`src/rtl/demux_slot.sv`:
```
// One-entry output buffer for a single demux channel.
//
// Holds one word per channel so that a stalled consumer blocks only the words
// addressed to it. The slot is FULL exactly while valid is high. The caller only
// raises wr_en when the slot is empty or is being drained in the same cycle, so a
// held word never changes while valid=1 and rd_ready=0.
//
// Ports:
//   clk       rising-edge clock
//   rst_n     asynchronous active-low reset (clears valid and data)
//   wr_en     load wr_data into the slot at the next edge
//   wr_data   word to store
//   rd_ready  consumer ready; drains a FULL slot when no write is pending
//   valid     slot holds a word
//   data      held word (keeps its last value once drained)
module demux_slot #(
  parameter int unsigned DATA_W = 1
) (
  input  logic              clk,
  input  logic              rst_n,
  input  logic              wr_en,
  input  logic [DATA_W-1:0] wr_data,
  input  logic              rd_ready,
  output logic              valid,
  output logic [DATA_W-1:0] data
);

  logic              valid_q;
  logic [DATA_W-1:0] data_q;

  always_ff @(posedge clk or negedge rst_n) begin
    if (!rst_n) begin
      valid_q <= 1'b0;
      data_q  <= '0;
    end else if (wr_en) begin
      // A write wins over a drain: FULL stays FULL with the new word.
      valid_q <= 1'b1;
      data_q  <= wr_data;
    end else if (rd_ready) begin
      valid_q <= 1'b0;
    end
  end

  assign valid = valid_q;
  assign data  = data_q;

endmodule

```
`src/rtl/demux_generic_buf.sv`:
```
// Generic 1:N demultiplexer with valid/ready handshake and per-channel buffering.
//
// Routes each accepted input word to the output channel chosen by in_sel. Every
// channel has its own one-entry slot, so backpressure on one channel stalls only
// words addressed to it. Words with in_sel >= DEMUX_SIZE are accepted, dropped and
// counted in a saturating error counter.
//
// Ports:
//   clk        rising-edge clock
//   rst_n      asynchronous active-low reset
//   in_valid   input word valid
//   in_ready   input word accepted when in_valid & in_ready (never depends on in_valid)
//   in_sel     destination channel of the input word
//   in_data    input word
//   out_valid  per-channel word valid
//   out_ready  per-channel consumer ready
//   out_data   channel c occupies bits [c*DATA_W +: DATA_W]
//   err_cnt    saturating count of dropped out-of-range words
//   err_clr    synchronous clear of err_cnt (a same-cycle drop still counts)
module demux_generic_buf #(
  parameter int unsigned    DEMUX_SIZE = 8,
  parameter int unsigned    DATA_W     = 1,
  parameter int unsigned    ERR_W      = 8,
  localparam int unsigned   SEL_W      = (DEMUX_SIZE > 1) ? $clog2(DEMUX_SIZE) : 1
) (
  input  logic                         clk,
  input  logic                         rst_n,
  input  logic                         in_valid,
  output logic                         in_ready,
  input  logic [SEL_W-1:0]             in_sel,
  input  logic [DATA_W-1:0]            in_data,
  output logic [DEMUX_SIZE-1:0]        out_valid,
  input  logic [DEMUX_SIZE-1:0]        out_ready,
  output logic [DEMUX_SIZE*DATA_W-1:0] out_data,
  output logic [ERR_W-1:0]             err_cnt,
  input  logic                         err_clr
);

  // One extra bit so that the channel count itself is representable (N=2^SEL_W).
  localparam logic [SEL_W:0] NumCh = (SEL_W + 1)'(DEMUX_SIZE);

  logic                  sel_ok;
  logic                  accept;
  logic                  drop;
  logic [DEMUX_SIZE-1:0] wr_en;
  logic [ERR_W-1:0]      err_cnt_q;
  logic [ERR_W-1:0]      err_cnt_d;

  assign sel_ok = ({1'b0, in_sel} < NumCh);

  // Ready is a combinational pass-through of the addressed channel's state, so a
  // full slot that is draining this cycle can take a new word back-to-back.
  always_comb begin
    in_ready = 1'b1;
    if (sel_ok) begin
      in_ready = !out_valid[in_sel] || out_ready[in_sel];
    end
  end

  assign accept = in_valid && in_ready;
  assign drop   = accept && !sel_ok;

  always_comb begin
    wr_en = '0;
    for (int c = 0; c < int'(DEMUX_SIZE); c++) begin
      wr_en[c] = accept && sel_ok && (in_sel == SEL_W'(c));
    end
  end

  for (genvar c = 0; c < int'(DEMUX_SIZE); c++) begin : g_slot
    demux_slot #(
      .DATA_W (DATA_W)
    ) u_slot (
      .clk      (clk),
      .rst_n    (rst_n),
      .wr_en    (wr_en[c]),
      .wr_data  (in_data),
      .rd_ready (out_ready[c]),
      .valid    (out_valid[c]),
      .data     (out_data[c*DATA_W +: DATA_W])
    );
  end

  // Clear is applied first, then a same-cycle drop counts on top of it.
  always_comb begin
    err_cnt_d = err_cnt_q;
    if (err_clr) begin
      err_cnt_d = '0;
    end
    if (drop && (err_cnt_d != '1)) begin
      err_cnt_d = err_cnt_d + ERR_W'(1);
    end
  end

  always_ff @(posedge clk or negedge rst_n) begin
    if (!rst_n) begin
      err_cnt_q <= '0;
    end else begin
      err_cnt_q <= err_cnt_d;
    end
  end

  assign err_cnt = err_cnt_q;

endmodule

```
`config.mk`:
```
export PLATFORM = sky130hd
export DESIGN_NAME = demux_generic_buf
export DESIGN_NICKNAME = d
export VERILOG_FILES = /design/src/rtl/demux_slot.sv /design/src/rtl/demux_generic_buf.sv
export SDC_FILE = /design/constraint.sdc
export NUM_CORES = 1
export LEC_CHECK = 0
export ABC_AREA = 1
export CORE_MARGIN = 8
export CORE_UTILIZATION = 35
export DETAILED_ROUTE_END_ITERATION = 8
export HOLD_SLACK_MARGIN = 0.12
export PLACE_DENSITY = 0.73
export SYNTH_ARGS = -nofsm -noshare
export SYNTH_HDL_FRONTEND = slang
export SYNTH_SLANG_ARGS = --single-unit
```
`constraint.sdc`:
```
create_clock -name clk -period 1.7 [get_ports clk]
set_clock_uncertainty 0.1 [all_clocks]
set_input_delay 0.34 -clock clk [delete_from_list [all_inputs] [get_ports clk]]
set_output_delay 0.34 -clock clk [all_outputs]
set_load 0.01 [all_outputs]
```
Word-level counts from Yosys, hierarchy flattened

Cells that the tools add are included.
W data, S select, Z words.

Bits in registers: 16
Bits in latches: 0
Bits in writable memories: 0
Memory bits (read-only): 0
Input port bits: 16
Output and inout port bits: 25
Word-level logic and storage cells: 64
Memories kept: 0

Add/sub/neg operators: 0
$mul: 0
Divide/modulo/power cells: 0
$lt $le $gt $ge: 1
Equal/unequal tests: 7
Shift-type cells: 0
Muxes and demuxes: 20
Bitwise logic cells: 0
Reduce and logical (&&, ||, !) cells: 20

Operators by type and width:

| operator             | number |
|---|---|
| $mux W1              | 18 |
| $reduce_bool A2 Y1   | 8 |
| $eq A3 B3 Y1 const B | 4 |
| $logic_and A1 B1 Y1  | 9 |
| $bmux W1 S3          | 2 |
| $eq A3 B2 Y1 const B | 2 |
| $lt A3 B4 Y1 const B | 1 |
| $eq A3 B1 Y1 const B | 1 |
| $logic_not A3 Y1     | 1 |
| $logic_not A1 Y1     | 1 |
| $logic_or A1 B1 Y1   | 1 |

Depth between registers and ports, before layout

Depth after elaboration: 7
Depth in mapped cells: 10
Mapped depth without buffers: 10

By module

Synthesis repeated with hierarchy kept, for this count alone.

Cells, all modules: 142
Area, all modules: 1,008.5 um^2

By module, submodules not included:

| module            | times used | cells each | area each (um^2) | sequential area each (um^2) |
|---|---|---|---|---|
| demux_slot        | 8          | 9          | 76.3             | 50.0 |
| demux_generic_buf | 1          | 70         | 397.9            | 0.0 |

Worst setup path after synthesis

Ideal clock, no wire load.

Path kind: input-to-output
Start point: input port in_sel[1]
End point: output port in_ready
Arrival time: 1.070 ns
Data required time: 1.260 ns
Setup slack: 0.190 ns
Stages: 7
Buffers on the path: 1
Cell sequence: buf_4 -> nand3_1 -> nand2_1 -> nor2_2 -> nand3_4 -> nand2_4 -> inv_1

Word-level cells in the longest chain between the ends: 4
Elaborated cells between the ends (all ways): 6
Those cells by class: mux (4); reduce/logical (2)

RTL lines:

| item                          | RTL line                | text |
|---|---|---|
| start, declared               | demux_generic_buf.sv:30 | `input logic [SEL_W-1:0] in_sel,` |
| $bmux W1 S3                   | demux_generic_buf.sv:56 | `in_ready = !out_valid[in_sel] \|\| out_ready[in_sel];` |
| $mux W1 (implied by the code) | demux_generic_buf.sv:56 |  |
| $logic_not A1 Y1              | demux_generic_buf.sv:56 |  |
| $logic_or A1 B1 Y1 *          | demux_generic_buf.sv:56 |  |
| end, declared                 | demux_generic_buf.sv:29 | `output logic in_ready,` |

Mark *: on every way between the ends. The rest lies on a longest branch, timed or not. The select of a mux whose other input is x is not followed.

Worst setup path in the final report

Start point: register g_slot[0].u_slot.valid_q
End point: output port in_ready

Word-level cells in the longest chain between the ends: 4

RTL lines:

| item                          | RTL line                | text |
|---|---|---|
| start, declared               | demux_slot.sv:28        | `logic valid_q;` |
| start signal, assigned        | demux_slot.sv:33        | `valid_q <= 1'b0;` |
| start signal, assigned        | demux_slot.sv:37        | `valid_q <= 1'b1;` |
| start signal, assigned        | demux_slot.sv:40        | `valid_q <= 1'b0;` |
| $bmux W1 S3                   | demux_generic_buf.sv:56 |  |
| $mux W1 (implied by the code) | demux_generic_buf.sv:56 |  |
| $logic_not A1 Y1              | demux_generic_buf.sv:56 |  |
| $logic_or A1 B1 Y1            | demux_generic_buf.sv:56 |  |

No other way between the ends. The select of a mux whose other input is x is not followed.

==> flow_metrics.tcl <==
set metrics [dict create \
    route.antenna.remaining_nets 0 \
    grt_max_degree 17 \
    drt-initial-drc-count 72 \
    setup_viol 0 \
    design_power_total_mw 1.11 \
    gr-max-usage-layer "met2" \
    synthArstFlopShare 1.00 \
    starting_utilization_of_the_core_area 0.365 \
    post-route-cell-area_um2 1610 \
    synthesis.yosys.warnings 0 \
    dieArea_um2 5250 \
    final_period_minus_worst_setup_slack_ns 1.69 \
    hold_viol_final 0 \
    netlist_top_cells_count "sky130_fd_sc_hd__nand2_1, sky130_fd_sc_hd__buf_4, sky130_fd_sc_hd__nand3_1" \
    clk_root_buffer_cell "sky130_fd_sc_hd__clkbuf_4" \
    area.growth.synth_to_final_pct 44.1 \
    vdd.ir_drop.worst_mv 0.296 \
    cts_tree "yes" \
    cts-buffers-inserted 3 \
    layout.nets 206 \
    dpl.hpwl_um 2300 \
    power.leakage_nw 0.872 \
    grt_util_met2 0.211 \
    min_path_type "input port to async pin" \
    pin_count 41 \
    die_w_um 72.4 \
    post_synth_instance_area_um2 1110 \
    required_ns 1.26 \
    post-route-util 0.526 \
    worstPathMaxFanout 2 \
    dieHeight_um 72.4 \
    dp_cells 222 \
    synth_enable_flop_cells 0 \
    worst_stage_delay_on_the_critical_path_ns 0.37 \
    clkSlewWorstSetupHoldPaths_ns 0.10 \
    crit_path_start_kind "flip-flop" \
    cpMostUsedCell "sky130_fd_sc_hd__nand2_1" \
    dominantRegCellSynth "sky130_fd_sc_hd__dfrtp_1" \
    powerDensity_nw_per_um2 692 \
    cts-root-to-sink-buffers 2 \
    placement_rows 20 \
    drive_above_1_share 0.280 \
    cts.sink_count 16 \
    crit_path_cell_trace "nand2_1 -> nand2_1 -> nand2_1 -> nand2_2 -> nand3_4 -> nand2_4 -> inv_2 -> buf_6" \
    post-synth-top-count-cell "sky130_fd_sc_hd__nand2_1" \
    yosysUniqueCellTypes 20 \
    synth_sequential_area_ratio 0.359 \
    fmax_ghz 0.591 \
    worst_skew_pair.late_latency_ns 0.29 \
    grt.total_usage 0.116 \
    setup_repair_after_global_routing_missed_its_margin "yes" \
    htree_levels 1 \
    cap_viol_max_count 0 \
    synth_top_area_frac 0.359 \
    criticalPathCategory "flip-flop to output pin" \
    use_met1 0.117 \
    n_fill_cell 304 \
    detailed_place.area_um2 1510 \
    finalWeightedCongestion 0.854 \
    fin_cells 233 \
    crit_slowest_cell "sky130_fd_sc_hd__dfrtp_1" \
    grtUsageMet3 0.0331 \
    timing.critical_path.buf_inv 2 \
    fin_hold_ws_ns 0.251 \
    route.detailed.wl_per_inst_um 13.0 \
    grt_pass1_wl_um 4840 \
    status "completed" \
    layout_worst_path_cycle_share 0.995 \
    grt_antenna_before_repair 0 \
    via_count 1066 \
    critPathArrivalTime_ns 1.25 \
    drt_drc_violations_left 0 \
    ys_ff_latch 16 \
    core_area_um2 3050 \
    timing.critical_path.to_type "output pin" \
    synth.area.top_cells "sky130_fd_sc_hd__dfrtp_1, sky130_fd_sc_hd__buf_4, sky130_fd_sc_hd__nand2_1, sky130_fd_sc_hd__nand3_1, sky130_fd_sc_hd__inv_1" \
    post-synth-top-area-cell "sky130_fd_sc_hd__dfrtp_1" \
    syn_area_per_cell_um2 7.80 \
    slew_violations 0 \
    vias_per_cell 4.58 \
    critPathTopFamily "simple AND/OR/NAND/NOR gates" \
    dr.pass1.iters 4 \
    numPortBuffers 31 \
    insertedDiodeCount 0 \
    vias_in_the_first_global_route 1094 \
    syn-instance-count 143 \
    grt_overflow 0 \
    finalWirelength_um 3040 \
]
-- metal layers --
metal  up-vias  wire length (um)
met2        40              1580
met3         7               251
met4         0                59
met1       497              1150
li1        522                 -
met5         -                 0
-- state kept, by name (all words and copies together), names as in the netlist --
register and flops:
g_slot.u_slot.data 8, g_slot.u_slot.valid 8
-- what timing repair did --
item | in CTS | in global routing
buffers inserted | 4 | 2
endpoints found under the setup margin | 23 | 2
hold endpoints to repair | 0 | 0
resized for setup | 32 | 4
hold buffers | 0 | 0
cloned | 1 | 0
pin swaps | 10 | 3
-- cell families after synthesis --
family,after synthesis,synth area share
flip-flops,16,0.359
AND/OR/NAND/NOR,76,0.365
other,1,0.00336
buffers and inverters,42,0.233
AO/OA/AOI/OAI,8,0.0393
-- cell type report --
class	count	area, um^2	area share
Timing Repair Buffer	63	579	0.361
Sequential cell	16	400	0.249
Tap cell	44	55.1	0.0343
Clock buffer	4	36.3	0.0226
Inverter	14	52.6	0.0327
Multi-Input combinational cell	92	483	0.301
-- path summary, 6_finish.rpt --
path                                               startpoint                                  to  slack [ns]  cells past startpoint
max                        g_slot[0].u_slot.valid$_DFFE_PN0P_                            in_ready       0.008                      8
min                                                     rst_n   g_slot[1].u_slot.data$_DFFE_PN0P_        0.25                      2
max reg2reg                g_slot[1].u_slot.valid$_DFFE_PN0P_   g_slot[7].u_slot.data$_DFFE_PN0P_        0.17                     10
min reg2reg                 g_slot[0].u_slot.data$_DFFE_PN0P_   g_slot[0].u_slot.data$_DFFE_PN0P_        0.40                      2
max in group asynchronous                               rst_n   g_slot[2].u_slot.data$_DFFE_PN0P_        1.05                      2
min in group clk                                 out_ready[7]  g_slot[7].u_slot.valid$_DFFE_PN0P_        0.26                      2
-- through the flow --
stage | TNS [ns] | worst slack (ns)
2_1_floorplan | 0 | 0.190
3_3_place_gp | -5.44 | -0.780
3_5_place_dp | -6.00 | -0.790
4_1_cts | 0 | 0.00132
5_1_grt | -0.0821 | -0.0821
6_report | 0 | 0.00822
-- worst register-to-register path, cell delays in order (launching register included) --
cell and delay (ns):
sky130_fd_sc_hd__dfrtp_1 0.40, sky130_fd_sc_hd__nand2_1 0.07, sky130_fd_sc_hd__nand2_1 0.05, sky130_fd_sc_hd__nand2_1 0.08, sky130_fd_sc_hd__nand2_2 0.07, sky130_fd_sc_hd__nand3_4 0.09, sky130_fd_sc_hd__buf_4 0.11, sky130_fd_sc_hd__buf_4 0.14
sky130_fd_sc_hd__nand4_1 0.15, sky130_fd_sc_hd__nand2_1 0.12, sky130_fd_sc_hd__nand2_1 0.06
-- layout by cell type (no fill, tap or decap) --
cell type and instances:
sky130_fd_sc_hd__nand2_1 32, sky130_fd_sc_hd__buf_4 29, sky130_fd_sc_hd__nand3_1 17, sky130_fd_sc_hd__dlygate4sd2_1 17, sky130_fd_sc_hd__dfrtp_1 16, sky130_fd_sc_hd__inv_1 12, sky130_fd_sc_hd__clkdlybuf4s50_1 10, sky130_fd_sc_hd__nor2_1 8
sky130_fd_sc_hd__nand4_1 8, sky130_fd_sc_hd__conb_1 8, sky130_fd_sc_hd__o21ai_1 4, sky130_fd_sc_hd__nor2_2 3, sky130_fd_sc_hd__o21ai_0 3, sky130_fd_sc_hd__clkbuf_4 3, sky130_fd_sc_hd__nor2_8 2, sky130_fd_sc_hd__nand2_4 2
sky130_fd_sc_hd__nand2_2 2, sky130_fd_sc_hd__inv_2 2, sky130_fd_sc_hd__buf_6 2, sky130_fd_sc_hd__buf_12 2, sky130_fd_sc_hd__nand4_2 1, sky130_fd_sc_hd__a21oi_2 1, sky130_fd_sc_hd__nand3_4 1, sky130_fd_sc_hd__clkbuf_8 1
sky130_fd_sc_hd__bufbuf_16 1, sky130_fd_sc_hd__buf_2 1, sky130_fd_sc_hd__dlymetal6s2s_1 1
-- power by group --
| part | leakage [nW] | switching, mW | internal [mW] |
|---|---|---|---|
| Combinational | 0.642 | 0.181 | 0.207 |
| Sequential | 0.209 | 0.0296 | 0.434 |
| Clock | 0.0210 | 0.130 | 0.131 |
No activity file was read; power rests on OpenSTA's default activity.
